[config.mk]
export PLATFORM = sky130hd
export DESIGN_NAME = uart_rx_ctrl
export DESIGN_NICKNAME = d
export VERILOG_FILES = /design/src/rtl/uart_rx_ctrl.sv
export SDC_FILE = /design/constraint.sdc
export NUM_CORES = 1
export LEC_CHECK = 0
export CORE_ASPECT_RATIO = 0.7
export CORE_UTILIZATION = 54
export CTS_BUF_LIST = sky130_fd_sc_hd__clkbuf_4 sky130_fd_sc_hd__clkbuf_8
export DETAILED_ROUTE_END_ITERATION = 10
export PLACE_DENSITY = 0.86
export SETUP_SLACK_MARGIN = 0.2
export SLEW_MARGIN = 20
export SYNTH_ARGS = -nofsm -noshare
export SYNTH_HDL_FRONTEND = slang
export SYNTH_SLANG_ARGS = --single-unit
[constraint.sdc]
create_clock -name CLK -period 6.2 [get_ports CLK]
set_input_delay 0.62 -clock CLK [delete_from_list [all_inputs] [get_ports CLK]]
set_output_delay 0.62 -clock CLK [all_outputs]
set_load 0.01 [all_outputs]
[src/rtl/uart_rx_ctrl.sv]
// uart_rx_ctrl: frame sequencer for the UART receive path.
// Detects the start bit, runs the oversampling edge counter and the data bit
// counter, and enables the sampler, deserializer and start/parity/stop
// checkers in turn. Each frame ends with a one-cycle data_valid or frame_err.
// Optional feature macro: UART_RX_ERR_CNT_EN adds err_cnt and last_err.

module uart_rx_ctrl #(
  parameter int DATA_WIDTH = 8
) (
  input  logic                            CLK,
  input  logic                            RST,
  input  logic                            RX_IN,
  input  logic                            PAR_EN,
  input  logic [5:0]                      prescale,
  input  logic                            strt_glitch,
  input  logic                            par_err,
  input  logic                            stp_err,
  output logic [5:0]                      edge_cnt,
  output logic [$clog2(DATA_WIDTH+1)-1:0] bit_cnt,
  output logic                            samp_en,
  output logic                            deser_en,
  output logic                            strt_chk_en,
  output logic                            par_chk_en,
  output logic                            stp_chk_en,
  output logic                            data_valid,
  output logic                            frame_err,
`ifdef UART_RX_ERR_CNT_EN
  output logic [7:0]                      err_cnt,
  output logic [1:0]                      last_err,
`endif
  output logic                            busy
);

  localparam int BW = $clog2(DATA_WIDTH+1);

  typedef enum logic [2:0] {
    IDLE   = 3'd0,
    START  = 3'd1,
    DATA   = 3'd2,
    PARITY = 3'd3,
    STOP   = 3'd4
  } state_t;

  state_t     state;
  state_t     state_next;
  logic       pe_q;
  logic [5:0] ps_q;
  logic       err_q;
  logic       bit_end;
  logic       dv_next;
  logic       fe_next;

  // Last oversampling edge of the current bit; only meaningful outside IDLE.
  assign bit_end = (edge_cnt == (ps_q - 6'd1));

  // State register.
  always_ff @(posedge CLK) begin
    if (RST) state <= IDLE;
    else     state <= state_next;
  end

  // Next-state, end-of-frame pulse decisions and Moore enables.
  always_comb begin
    state_next  = state;
    dv_next     = 1'b0;
    fe_next     = 1'b0;
    busy        = 1'b1;
    deser_en    = 1'b0;
    strt_chk_en = 1'b0;
    par_chk_en  = 1'b0;
    stp_chk_en  = 1'b0;
    case (state)
      IDLE: begin
        busy = 1'b0;
        if (!RX_IN) state_next = START;
      end
      START: begin
        strt_chk_en = 1'b1;
        if (bit_end) begin
          if (strt_glitch) begin
            state_next = IDLE;
            fe_next    = 1'b1;
          end else begin
            state_next = DATA;
          end
        end
      end
      DATA: begin
        deser_en = 1'b1;
        if (bit_end && (bit_cnt == BW'(DATA_WIDTH-1)))
          state_next = pe_q ? PARITY : STOP;
      end
      PARITY: begin
        par_chk_en = 1'b1;
        if (bit_end) state_next = STOP;
      end
      STOP: begin
        stp_chk_en = 1'b1;
        if (bit_end) begin
          state_next = IDLE;
          if (err_q | stp_err) fe_next = 1'b1;
          else                 dv_next = 1'b1;
        end
      end
      default: begin
        busy       = 1'b0;
        state_next = IDLE;
      end
    endcase
    samp_en = busy;
  end

  // Config capture at start detect, edge/bit counters and the parity error latch.
  always_ff @(posedge CLK) begin
    if (RST) begin
      edge_cnt <= '0;
      bit_cnt  <= '0;
      pe_q     <= 1'b0;
      ps_q     <= 6'd8;
      err_q    <= 1'b0;
    end else if (state == IDLE) begin
      edge_cnt <= '0;
      if (!RX_IN) begin
        pe_q    <= PAR_EN;
        ps_q    <= (prescale < 6'd4) ? 6'd8 : prescale;
        bit_cnt <= '0;
        err_q   <= 1'b0;
      end
    end else begin
      edge_cnt <= bit_end ? 6'd0 : (edge_cnt + 6'd1);
      if ((state == DATA) && bit_end)   bit_cnt <= bit_cnt + BW'(1);
      if ((state == PARITY) && bit_end) err_q   <= par_err;
    end
  end

  // Registered one-cycle result pulses, aligned with the return to IDLE.
  always_ff @(posedge CLK) begin
    if (RST) begin
      data_valid <= 1'b0;
      frame_err  <= 1'b0;
    end else begin
      data_valid <= dv_next;
      frame_err  <= fe_next;
    end
  end

`ifdef UART_RX_ERR_CNT_EN
  // Saturating error counter and cause of the most recent frame error.
  always_ff @(posedge CLK) begin
    if (RST) begin
      err_cnt  <= 8'd0;
      last_err <= 2'b00;
    end else if (fe_next) begin
      if (err_cnt != 8'hFF) err_cnt <= err_cnt + 8'd1;
      if (state == START) last_err <= 2'b01;
      else if (err_q)     last_err <= 2'b10;
      else                last_err <= 2'b11;
    end
  end
`endif

endmodule

# [Word level (Yosys, flattened, before mapping)]
# Cells that the tools add are included.
[word_totals] inputBits=13 regBits=23
[classes] n_eq_ne=11 magnitude_cmp=1 addsub=3 reduce_logical=13 n_bitwise=4 n_mux=26
[op_table] operator="$mux W3" count=6
[op_table] operator="$pmux W3 S5" count=1
[op_table] operator="$mux W1" count=13
[op_table] operator="$mux W4" count=3
[op_table] operator="$ne A2 B2 Y1 const B" count=5
[op_table] operator="$add A6 B1 Y6 const B" count=1
[op_table] operator="$eq A3 B2 Y1 const B" count=2
[op_table] operator="$eq A6 B6 Y1" count=1
[op_table] operator="$lt A6 B3 Y1 const B" count=1
[op_table] operator="$mux W6" count=1
[op_table] operator="$reduce_and A2 Y1" count=3
[op_table] operator="$reduce_or A3 Y1" count=2
[op_table] operator="$sub A6 B1 Y6 const B" count=1
[op_table] operator="$reduce_and A5 Y1" count=1
[op_table] operator="$add A4 B1 Y4 const B" count=1
[op_table] operator="$eq A4 B3 Y1 const B" count=1
[op_table] operator="$reduce_bool A2 Y1" count=2
[op_table] operator="$reduce_or A4 Y1" count=1
[op_table] operator="$eq A3 B1 Y1 const B" count=1
[op_table] operator="$eq A3 B3 Y1 const B" count=1
[op_table] operator="$logic_and A1 B1 Y1" count=3
[op_table] operator="$logic_not A3 Y1" count=1
[op_table] operator="$not A1 Y1" count=3
[op_table] operator="$mux W2" count=1
[op_table] operator="other kinds (2)" count=2

# [Longest topological paths before layout]
# Gate-level depths: netlist (run 1).
[logic_depth] depth_word=5 mapped_depth=9 ltp_nobuf=8

# [Worst setup path before layout (run 1)]
# OpenSTA, ideal clock, no wires.
[synth_path] path_kind="register to register" from="register ps_q[0]" to="register state[1]" path_stages_with_launch=7 arrival_ns=1.980 path_slack_ns=4.100 path_cell_list="dfxtp_1 or4_4 or3_1 a41oi_1 o22ai_1 o21ai_0 mux2_2"
[synth_via] elab_chain_cells=5 elab_cells_between_ends=8 classes_between="1 x add/sub; 5 x eq/ne; 2 x reduce/logical"
[synth_lines] item="start, declared" line="47" text="logic [5:0] ps_q;"
[synth_lines] item="start signal, assigned" line="125" text="ps_q <= (prescale < 6'd4) ? 6'd8 : prescale;"
[synth_lines] item="$sub A6 B1 Y6 *" line="54" text="assign bit_end = (edge_cnt == (ps_q - 6'd1));"
[synth_lines] item="$eq A6 B6 Y1 *" line="54"
[synth_lines] item="$logic_and A1 B1 Y1" line="90" text="if (bit_end && (bit_cnt == BW'(DATA_WIDTH-1)))"
[synth_lines] item="$ne A2 B2 Y1 (no source line)"
[synth_lines] item="$reduce_and A5 Y1 (no source line) *"
[synth_lines] item="end signal, assigned" line="59" text="else state <= state_next;"
[synth_lines] item="end, declared" line="44" text="state_t state;"
# Mark *: on every way between the ends. The rest lies on a longest branch, timed or not.
# A chain may end at the register's enable or synchronous reset.

# [Worst setup path in the final report (run 1)]
[layout_path] from="register state[0]" to="output port strt_chk_en"
[layout_via] elab_chain_cells=2
[layout_lines] item="$eq A3 B1 Y1" line="72" text="case (state)"
[layout_lines] item="$mux W1" line="72"
[layout_lines] item="end, declared" line="22" text="output logic strt_chk_en,"
# No other way between the ends.

==> results of run 1 <==
## cell families after synthesis
family | count (synthesis)
AO/OA/AOI/OAI | 29
AND/OR/NAND/NOR | 71
XOR/XNOR | 11
adder cells (fa/ha/maj) | 3
multiplexers | 2
flip-flops | 23
buffers and inverters | 19
## worst paths after layout
check	startpoint	to
max	state[0]$_SDFFE_PP0P_	strt_chk_en
min	ps_q[5]$_SDFFE_PP0P_	ps_q[5]$_SDFFE_PP0P_
max reg2reg	ps_q[0]$_SDFFE_PP0P_	state[1]$_SDFFE_PP0P_
min reg2reg	ps_q[5]$_SDFFE_PP0P_	ps_q[5]$_SDFFE_PP0P_
## flip-flops by register name (all words and copies together) (netlist names)
| register | cells |
|---|---|
| edge_cnt | 6 |
| ps_q | 6 |
| bit_cnt | 4 |
| state | 3 |
| data_valid | 1 |
| err_q | 1 |
| frame_err | 1 |
| pe_q | 1 |
## layout make-up
type | instances | share of cell area
Clock buffer | 3 | 0.01425
Tap cell | 32 | 0.02534
Inverter | 9 | 0.02138
Multi-Input combinational cell | 116 | 0.4529
Timing Repair Buffer | 30 | 0.1900
Clock inverter | 1 | 0.004751
Sequential cell | 23 | 0.2914
## metrics by stage
| step | hold slack [ns] | power (mW) | utilization | setup slack (ns) |
|---|---|---|---|---|
| 2_1_floorplan | 0.4481 | 0.3139 | - | 4.100 |
| 3_3_place_gp | 0.4632 | 0.3627 | 0.7108 | 3.810 |
| 3_5_place_dp | 0.4845 | 0.3712 | 0.7137 | 3.848 |
| 4_1_cts | 0.5031 | 0.4434 | 0.7275 | 3.693 |
| 5_1_grt | 0.5327 | 0.4727 | 0.7275 | 3.545 |
| 6_report | 0.4975 | 0.4418 | 0.7275 | 3.687 |
## critical path, stage by stage (launching register included)
cell and delay, ns:
dfxtp_1 0.57, inv_1 0.17, nor3_1 0.25, clkdlybuf4s50_1 0.59
## power groups by stage
stage / Combinational [mW] / Clock, mW / Sequential (mW)
CTS: 0.181 / 0.0742 / 0.188
finish: 0.182 / 0.0715 / 0.189
global route: 0.202 / 0.0797 / 0.191
detailed placement: 0.180 / 0 / 0.191
global placement: 0.173 / 0 / 0.190
floorplan: 0.136 / 0 / 0.178
## layout by cell type, fill, tap and decap left out, types with 2 or more instances in the layout
cell type and instances:
nand2_1 17, xnor2_1 6, dfxtp_1 23, ha_1 3, o32ai_1 2, clkbuf_4 3, nand2b_1 3, a21oi_1 12
nor2_1 21, nor3_1 4, o21ai_0 2, or4_4 2, o211ai_1 2, nor2b_1 2, inv_1 9, or3_1 3
clkdlybuf4s50_1 30, xor2_1 5, a22oi_1 2, a41oi_1 2, nand3_1 8
## per-layer routing
metal  part of all wire  GRT usage  up-vias  wire [microns]
li1                   -          -      600               -
met1               0.47     0.3577      549            1332
met2               0.45     0.3753       55            1291
met3              0.075    0.06481        2             215
met4             0.0042    0.02791        0              12
met5                  0          0        -               0
==> summary.md, run 1 <==
| Metric | Value |
|---|---|
| Vias/cell | `approximately 5.6` |
| Largest net degree at the start of global routing | `22` |
| Pwr Density | `about 280 nW/um^2` |
| Xor and xnor fraction of the mapped netlist area | `0.07685` |
| Clock power frac | `0.162` |
| Power Internal | `0.2736 mW` |
| Setup bufs post-CTS | `0` |
| Fin area | `about 1600 sq um` |
| Sw frac | `0.3806` |
| Final setup vio count | `0` |
| Post-synthesis cell area | `1254 sq um` |
| Worst setup SP type | `flip-flop` |
| Relative slew margins | `0.4723` |
| Main area contributors after synthesis | `dfxtp_1, nor2_1, nand2_1, a21oi_1, xnor2_1` |
| Multiplexer share of the synthesized area | `0.02096` |
| Sink Count | `23` |
| Unrepaired setup endpoints after global routing | `false` |
| # diodes | `0` |
| DR iter-0 viols | `75` |
| Root Driver | `clkbuf_4` |
| Main combinational cell family by area after synthesis | `simple AND/OR/NAND/NOR gates` |
| Hold/Removal Path Class | `reg2reg` |
| WP data arrival | `roughly 1.9 ns` |
| Routability congestion estimate | `about 0.8` |
| Final hold viol count | `0` |
| R2R setup slack | `~3.8 ns` |
| Outcome | `finished, final reports clean` |
| Ports | `31` |
| TritonCTS Buffers | `3` |
| Worst skew pair latency | `just over 0.3 ns` |
| Post-CTS Hold Fix Bufs | `0` |
| Non-filler cells, final | `roughly 210` |
| Fillers | `roughly 190` |
| NetSw | `roughly 0.17 mW` |
| Flop pwr share | `0.427` |
| Hold path cells | `2` |
| Post-Synth Adder-Cell Area | `0.02994` |
| Main flop type after synthesis | `dfxtp_1` |
| Setup TNS | `0 ns` |
| Combinational Power Share | `0.411` |
| Critical path class | `reg2out` |
| Reg2reg path depth | `8` |
| F_max | `0.3979 GHz` |
| Post_cts resized | `0` |
| H-Tree Depth | `1` |
| Die area | `~2500 sq um` |
| Largest area contributor in the netlist | `dfxtp_1` |
| Chip height | `~42 microns` |
| Multi-input logic area | `715.7 sq um` |
| Most common cell in the netlist | `dfxtp_1` |
| Drt total wl | `2852 microns` |
| Worst slew pin tran | `slightly below 0.8 ns` |
| Row count | `14` |
| Compound-Gate Fraction of Synth Area | `0.1517` |
| CTS tree | `built` |
| Mapped Nets | `approximately 170` |
| Post-synthesis to final-layout area growth | `26.05%` |
| Tcrit/Tclk final | `0.4053` |
| Top cell type's share of synthesized area | `0.3673` |
| Synth warnings | `0` |
| Vias in the first global route | `1,054` |
| Chip width | `around 60 microns` |
| Port bufs | `30` |
| Post-layout min period | `~2.5 ns` |
| HPWL after detailed placement | `between 2000 and 2500 microns` |
| First-pass GRT wire length | `about 4700 microns` |
| LEAKAGE | `approximately 0.57 nW` |
| Placed cell area | `between 1500 and 2000 sq um` |
| Synth Register Bits | `23` |
| Synthesized netlist cell count | `roughly 160` |
| ANT nets after route | `0` |
| EDFF count, synth | `0` |
| Vias | `roughly 1,200` |
| Core area | `~2200 sq um` |
| Clock Skew | `0.002031 ns` |
| Synth cell count leaders | `dfxtp_1, nor2_1, nand2_1, a21oi_1, inv_1` |
| Wire per inst | `approximately 13 microns` |
| Global Route Usage Sum | `0.2458` |
| Critical path fanouts, max | `11` |
| Simple-gate portion of the synthesized area | `0.2864` |
| CTS clk-pin slew, worst paths | `around 0.13 ns` |
| Placed instance count | `210` |
| Setup crit end kind | `primary output` |
| Fin. max-slew vios | `0` |
| Maximum clock path buffer count | `2` |
| FF/Latch Area | `about 460 sq um` |
| Peak VDD IR | `between 0.0001 and 0.00015 V` |
| Yosys cell types | `between 40 and 50` |
| Data required, critical path | `about 5.6 ns` |
| Max-cap violations | `0` |
| Register area share after synthesis | `0.3673` |
| Syn_area_per_cell | `between 7 and 8 sq um` |
| Pre-antenna DRT Iters | `5` |
| Post-synth ARST share | `0` |
| Fin nets | `a little under 200` |
| Initial antenna violation count | `0` |
| Share of layout cells above drive strength 1 | `0.07143` |
| Total gr overflow | `0` |
| Residual DRC | `0` |
| Initial Util | `0.5772` |
Note: power is estimated with default switching activity, not from simulation.
==> run 2, diff against run 1 <==
--- a/config.mk
+++ b/config.mk
@@ -6,10 +6,10 @@
 export NUM_CORES = 1
 export LEC_CHECK = 0
 export CORE_ASPECT_RATIO = 0.7
-export CORE_UTILIZATION = 54
+export CORE_UTILIZATION = 50
 export CTS_BUF_LIST = sky130_fd_sc_hd__clkbuf_4 sky130_fd_sc_hd__clkbuf_8
 export DETAILED_ROUTE_END_ITERATION = 10
-export PLACE_DENSITY = 0.86
+export PLACE_DENSITY = 0.81
 export SETUP_SLACK_MARGIN = 0.2
 export SLEW_MARGIN = 20
 export SYNTH_ARGS = -nofsm -noshare
==> constraint.sdc (replaced) <==
create_clock -name CLK -period 2.6 [get_ports CLK]
set_input_delay 0.26 -clock CLK [delete_from_list [all_inputs] [get_ports CLK]]
set_output_delay 0.26 -clock CLK [all_outputs]
set_load 0.01 [all_outputs]
==> summary.md, run 2 (synthesis results as in run 1) <==
| Metric | Value |
|---|---|
| Worst slew pin tran | `0.4559 ns (-0.3292 ns)` |
| Sink Count | `23 (unchanged)` |
| Maximum clock path buffer count | `2 (unchanged)` |
| Peak VDD IR | `0.0003738 V (+190%)` |
| Pre-antenna DRT Iters | `4 (-1)` |
| Post-CTS Hold Fix Bufs | `0 (unchanged)` |
| Drt total wl | `3105 microns (+8.9%)` |
| Final setup vio count | `0 (unchanged)` |
| Post-Route Utilization | `0.7049 (-0.02266)` |
| LEAKAGE | `0.5837 nW (+1.6%)` |
| TritonCTS Buffers | `3 (unchanged)` |
| Chip height | `43.90 microns (+3.7%)` |
| Hold/Removal Path Class | `in2reg` |
| DR iter-0 viols | `120 (+60%)` |
| Fin. max-slew vios | `0 (unchanged)` |
| Non-filler cells, final | `216 (+0.93%)` |
| Vias | `1,242 (+3.0%)` |
| Chip width | `61.85 microns (+3.8%)` |
| Hold endpoint | `pe_q$_SDFFE_PP0P_` |
| Reg2reg start | `ps_q[0]$_SDFFE_PP0P_` |
| HP Start | `PAR_EN` |
| Clock Skew | `0.005414 ns (+0.003383 ns)` |
| Setup bufs post-CTS | `0 (unchanged)` |
| Share of layout cells above drive strength 1 | `0.08152 (+0.01009)` |
| Worst setup SP type | `flip-flop` |
| Data required, critical path | `2.83 ns (-2.75 ns)` |
| First-pass GRT wire length | `5188 microns (+11%)` |
| H-Tree Depth | `1 (unchanged)` |
| Placed cell area | `1559 sq um (+0.57%)` |
| Row count | `14 (unchanged)` |
| Total gr overflow | `0 (unchanged)` |
| Largest net degree at the start of global routing | `15 (-32%)` |
| Outcome | `finished, final reports clean` |
| Wire per inst | `14.38 microns (+7.9%)` |
| Fin nets | `201 (+1.0%)` |
| Setup TNS | `0 ns (unchanged)` |
| R2R setup slack | `0.30 ns (-3.46 ns)` |
| Fin area | `1593 sq um (+0.79%)` |
| Global Route Usage Sum | `0.2611 (+0.01532)` |
| Fillers | `189 (+0.53%)` |
| Max-cap violations | `0 (unchanged)` |
| Hold path cells | `3 (+1)` |
| Biggest regs | `edge_cnt x6, ps_q x6, bit_cnt x4` |
| Setup crit end kind | `flip-flop` |
| Final hold viol count | `0 (unchanged)` |
| Core area | `2260 sq um (+4.0%)` |
| Vias/cell | `5.750 (+2.0%)` |
| Reg-to-reg endpoint | `state[1]$_SDFFE_PP0P_` |
| Met3 wire len | `261 microns (+21%)` |
| Reg2reg path depth | `6 (-2)` |
| Pwr Density | `680.4 nW/um^2 (+140%)` |
| Tcrit/Tclk final | `0.8863` |
| Post-Route M1 WL | `1331 microns (about the same)` |
| Port bufs | `30 (unchanged)` |
| Worst skew pair latency | `0.32 ns (about the same)` |
| Ports | `31 (unchanged)` |
| Commonest non-fill, non-tap cell in the layout | `clkdlybuf4s50_1` |
| Placed instance count | `212 (+0.95%)` |
| Highest routed layer | `met4` |
| Critical path fanouts, max | `5 (-6)` |
| Critical path class | `reg2reg` |
| WP data arrival | `2.53 ns (+0.64 ns)` |
| Met2 WL post-DR | `1453 microns (+13%)` |
| Unrepaired setup endpoints after global routing | `false` |
| CTS tree | `built` |
| Die area | `2715 sq um (+7.7%)` |
| Post-synthesis to final-layout area growth | `27.05%` |
| F_max | `0.4340 GHz` |
| Relative slew margins | `0.6950 (+0.2227)` |
| Root Driver | `clkbuf_4` |
| HPWL after detailed placement | `2425 microns (+10%)` |
| Vias in the first global route | `1,174 (+11%)` |
| Tot Pwr | `1.084 mW (+150%)` |
| Post-layout min period | `between 2 and 2.5 ns` |
| Routability congestion estimate | `0.7981 (-2.2%)` |
| ANT nets after route | `0 (unchanged)` |
| Residual DRC | `0 (unchanged)` |
| Initial Util | `0.5548 (-0.02237)` |
| CTS clk-pin slew, worst paths | `0.14 ns (about the same)` |
| Initial antenna violation count | `0 (unchanged)` |
| # diodes | `0 (unchanged)` |
| Most frequent cells in the layout | `clkdlybuf4s50_1, dfxtp_1, nor2_1` |
==> run 2: cell type report <==
type	count	area [sq um]	share of cell area
sequential	23	460.4	0.2891
timing repair buffer	32	315.3	0.1980
clock buffer	3	22.52	0.01414
multi-input combinational	116	713.2	0.4478
clock inverter	1	7.507	0.004713
inverter	9	33.78	0.02121
tap	32	40.04	0.02514
==> run 2: power by group <==
group	internal [mW]	switching (mW)	total [mW]	leakage, nW
Combinational	0.215	0.238	0.452	0.383
Clock	0.0589	0.120	0.179	0.0139
Sequential	0.387	0.0659	0.453	0.187
==> run 2: worst max path at each step <==
stage / cells after the start / slack, ns / startpoint / end
final: 6 / 0.30 / ps_q[0]$_SDFFE_PP0P_ / state[1]$_SDFFE_PP0P_
after global routing: 6 / 0.20 / ps_q[0]$_SDFFE_PP0P_ / state[1]$_SDFFE_PP0P_
after CTS: 8 / 0.25 / ps_q[0]$_SDFFE_PP0P_ / state[1]$_SDFFE_PP0P_
after detailed placement: 8 / 0.30 / ps_q[0]$_SDFFE_PP0P_ / state[1]$_SDFFE_PP0P_
after global placement: 6 / 0.45 / ps_q[0]$_SDFFE_PP0P_ / state[1]$_SDFFE_PP0P_
after floorplan: 6 / 0.50 / ps_q[0]$_SDFFE_PP0P_ / state[1]$_SDFFE_PP0P_
==> run 2: repair_timing <==
| action | CTS | global route |
|---|---|---|
| hold endpoints to repair | 0 | 0 |
| gates resized for setup | 0 | 1 |
| setup endpoints to repair | 0 | 7 |
==> run 2: stage by stage <==
| stage | hold slack, ns | worst slack [ns] |
|---|---|---|
| after floorplan | 0.3960 | 0.4998 |
| after global placement | 0.4634 | 0.4503 |
| after detailed placement | 0.4746 | 0.2964 |
| after CTS | 0.4608 | 0.2460 |
| after global routing | 0.4969 | 0.2005 |
| final | 0.4599 | 0.2956 |
==> run 2: metal layers <==
metal / vias up / track usage
li1: 599 / -
met1: 574 / 0.3278
met2: 59 / 0.3978
met3: 10 / 0.1045
met4: 0 / 0.1067
met5: - / 0
==> run 2: critical path, stage by stage (launching register included) <==
cell     delay (ns)
dfxtp_1        0.38
or4_4          0.55
or3_1          0.38
a41oi_1        0.22
o22ai_1        0.15
o21ai_0        0.15
mux2_2         0.37
==> run 3, diff against run 2 <==
--- a/config.mk
+++ b/config.mk
@@ -10,7 +10,9 @@
 export CTS_BUF_LIST = sky130_fd_sc_hd__clkbuf_4 sky130_fd_sc_hd__clkbuf_8
 export DETAILED_ROUTE_END_ITERATION = 10
 export PLACE_DENSITY = 0.81
+export RECOVER_POWER = 100
 export SETUP_SLACK_MARGIN = 0.2
+export SKIP_CTS_REPAIR_TIMING = 1
 export SLEW_MARGIN = 20
 export SYNTH_ARGS = -nofsm -noshare
 export SYNTH_HDL_FRONTEND = slang
==> summary.md, run 3 (synthesis results as in run 1) <==
| Metric | Value |
|---|---|
| Final setup vio count | `0 (unchanged)` |
| Initial antenna violation count | `0 (unchanged)` |
| Pre-antenna DRT Iters | `6 (+2)` |
| Chip height | `43.90 microns (unchanged)` |
| TritonCTS Buffers | `3 (unchanged)` |
| Flop pwr share | `0.426 (+0.008)` |
| Maximum clock path buffer count | `2 (unchanged)` |
| Reg2reg start | `ps_q[0]$_SDFFE_PP0P_` |
| Beginning of the critical path | `ps_q[0]$_SDFFE_PP0P_` |
| Hold/Removal Path Class | `in2reg` |
| Peak VDD IR | `0.0003605 V (-3.6%)` |
| Outcome | `finished, final reports clean` |
| Worst setup SP type | `flip-flop` |
| Commonest non-fill, non-tap cell in the layout | `dfxtp_1` |
| Post-synthesis to final-layout area growth | `25.35%` |
| Row count | `14 (unchanged)` |
| Residual DRC | `0 (unchanged)` |
| H-Tree Depth | `1 (unchanged)` |
| R2R setup slack | `0.23 ns (-0.06 ns)` |
| Setup TNS | `0 ns (unchanged)` |
| Post-layout min period | `2.368 ns (+0.06393 ns)` |
| Total gr overflow | `0 (unchanged)` |
| Sw frac | `0.3968 (+0.005979)` |
| Chip width | `61.85 microns (unchanged)` |
| Fin nets | `201 (unchanged)` |
| Worst setup margin | `0.2317 ns (-0.06393 ns)` |
| # diodes | `0 (unchanged)` |
| Setup crit end kind | `flip-flop` |
| Fin. max-slew vios | `0 (unchanged)` |
| Slowest CP cell | `or4_1` |
| Crit path max-delay family | `simple AND/OR/NAND/NOR gates` |
| Clock Skew | `0.004609 ns (-0.0008049 ns)` |
| Drt total wl | `3123 microns (+0.58%)` |
| Worst slew pin tran | `0.4660 ns (+0.01017 ns)` |
| Vias/cell | `5.671 (-1.4%)` |
| Global Route Usage Sum | `0.2611 (unchanged)` |
| Vias in the first global route | `1,174 (unchanged)` |
| Wire per inst | `14.46 microns (+0.58%)` |
| ANT nets after route | `0 (unchanged)` |
| Die area | `2715 sq um (unchanged)` |
| Relative slew margins | `0.6882 (-0.006807)` |
| Initial Util | `0.5548 (unchanged)` |
| Largest net degree at the start of global routing | `15 (unchanged)` |
| Biggest regs | `edge_cnt x6, ps_q x6, bit_cnt x4` |
| Worst Setup EP | `bit_cnt[0]$_SDFFE_PP0P_` |
| Critical path fanouts, max | `6 (+1)` |
| CTS tree | `built` |
| Most frequent cells in the layout | `dfxtp_1, nor2_1, dlygate4sd3_1` |
| Sink Count | `23 (unchanged)` |
| LEAKAGE | `0.6169 nW (+5.7%)` |
| Max-cap violations | `0 (unchanged)` |
| DR iter-0 viols | `105 (-13%)` |
| Critical Path, Cell by Cell | `or4_1, o21ai_2, nand4_1, or4_1, mux2_1, nor2_2` |
| Final hold viol count | `0 (unchanged)` |
| Pwr Density | `674.4 nW/um^2 (-0.88%)` |
| First-pass GRT wire length | `5188 microns (unchanged)` |
| Tcrit/Tclk final | `0.9109 (+0.02459)` |
| WP buf/inv | `0 (unchanged)` |
| WP data arrival | `2.64 ns (+0.11 ns)` |
| Core area | `2260 sq um (unchanged)` |
| HPWL after detailed placement | `2425 microns (unchanged)` |
| NetSw | `0.4205 mW (-0.71%)` |
| Most common cell on crit path | `or4_1` |
| Worst skew pair latency | `0.32 ns (about the same)` |
| Root Driver | `clkbuf_4` |
| Power Internal | `0.6392 mW (-3.2%)` |
| Reg-to-reg endpoint | `bit_cnt[0]$_SDFFE_PP0P_` |
| Share of layout cells above drive strength 1 | `0.05435 (-0.02717)` |
| Clock power frac | `0.167 (+0.002)` |
| Unrepaired setup endpoints after global routing | `false` |
| F_max | `0.4222 GHz (-2.7%)` |
| Reg2reg path depth | `6 (unchanged)` |
| CTS clk-pin slew, worst paths | `0.14 ns (about the same)` |
| Pre-CTS setup slack | `0.2964 ns (unchanged)` |
| Ports | `31 (unchanged)` |
| Vias | `1,225 (-1.4%)` |
| Data required, critical path | `2.87 ns (+0.04 ns)` |
| Crit-path max cell delay | `0.58 ns (+0.03 ns)` |
| WP depth | `6 (unchanged)` |
| Routability congestion estimate | `0.7981 (unchanged)` |
| Combinational Power Share | `0.406 (-0.011)` |
| Critical path class | `reg2reg` |
| Port bufs | `30 (unchanged)` |
[run 3: changes by cell type in the layout (fill, tap and decap cells not counted), moves of 2 or more]
| cell | previous run | this run |
|---|---|---|
| dlygate4sd3_1 | 0 | 18 |
| or4_1 | 1 | 3 |
| or4_4 | 2 | 0 |
| clkdlybuf4s50_1 | 30 | 12 |
[run 3: cell type report]
type,count,area [sq um]
repair buffers,32,311.5
fillers,193,688.2
clock inverters,1,7.507
clock buffers,3,22.52
well taps,32,40.04
flip-flops and latches,23,460.4
multi-input cells,116,695.7
inverters,9,33.78
[run 3: per-stage QoR]
stage | utilization | hold slack, ns | power [mW] | instance area (sq um) | cells
6_report | 0.6955 | 0.4630 | 1.060 | 1572 | 216
5_1_grt | 0.6955 | 0.4969 | 1.125 | 1572 | 216
4_1_cts | 0.7032 | 0.4608 | 1.077 | 1589 | 216
3_5_place_dp | 0.6899 | 0.4746 | 0.9016 | 1559 | 212
3_3_place_gp | 0.6899 | 0.4634 | 0.8755 | 1559 | 212
2_1_floorplan | - | 0.3960 | 0.7485 | 1254 | 158
[run 3: routing by layer]
metal  wire length [microns]  up-vias  global-route usage
li1                        -      596                   -
met1                    1376      556              0.3278
met2                    1407       60              0.3978
met3                     268       13              0.1045
met4                      71        0              0.1067
met5                       0        -                   0
[run 3: worst register-to-register path, stage by stage (launching register included)]
cell	delay, ns
dfxtp_1	0.38
or4_1	0.58
o21ai_2	0.17
nand4_1	0.16
or4_1	0.58
mux2_1	0.38
nor2_2	0.08
[run 3: worst min-delay path by stage]
stage | startpoint | endpoint | slack [ns] | depth (start not counted)
floorplan | prescale[5] | ps_q[5]$_SDFFE_PP0P_ | 0.40 | 2
detailed placement | ps_q[5]$_SDFFE_PP0P_ | ps_q[5]$_SDFFE_PP0P_ | 0.47 | 2
global route | PAR_EN | pe_q$_SDFFE_PP0P_ | 0.50 | 3
finish | PAR_EN | pe_q$_SDFFE_PP0P_ | 0.46 | 3
CTS | PAR_EN | pe_q$_SDFFE_PP0P_ | 0.46 | 3
global placement | ps_q[5]$_SDFFE_PP0P_ | ps_q[5]$_SDFFE_PP0P_ | 0.46 | 2
[run 3: power by group through the flow]
stage               combinational (mW)  sequential [mW]  clock, mW
finish                           0.431            0.452      0.177
global route                     0.473            0.460      0.192
CTS                              0.446            0.451      0.180
detailed placement               0.443            0.459          0
global placement                 0.422            0.453          0
floorplan                        0.325            0.423          0
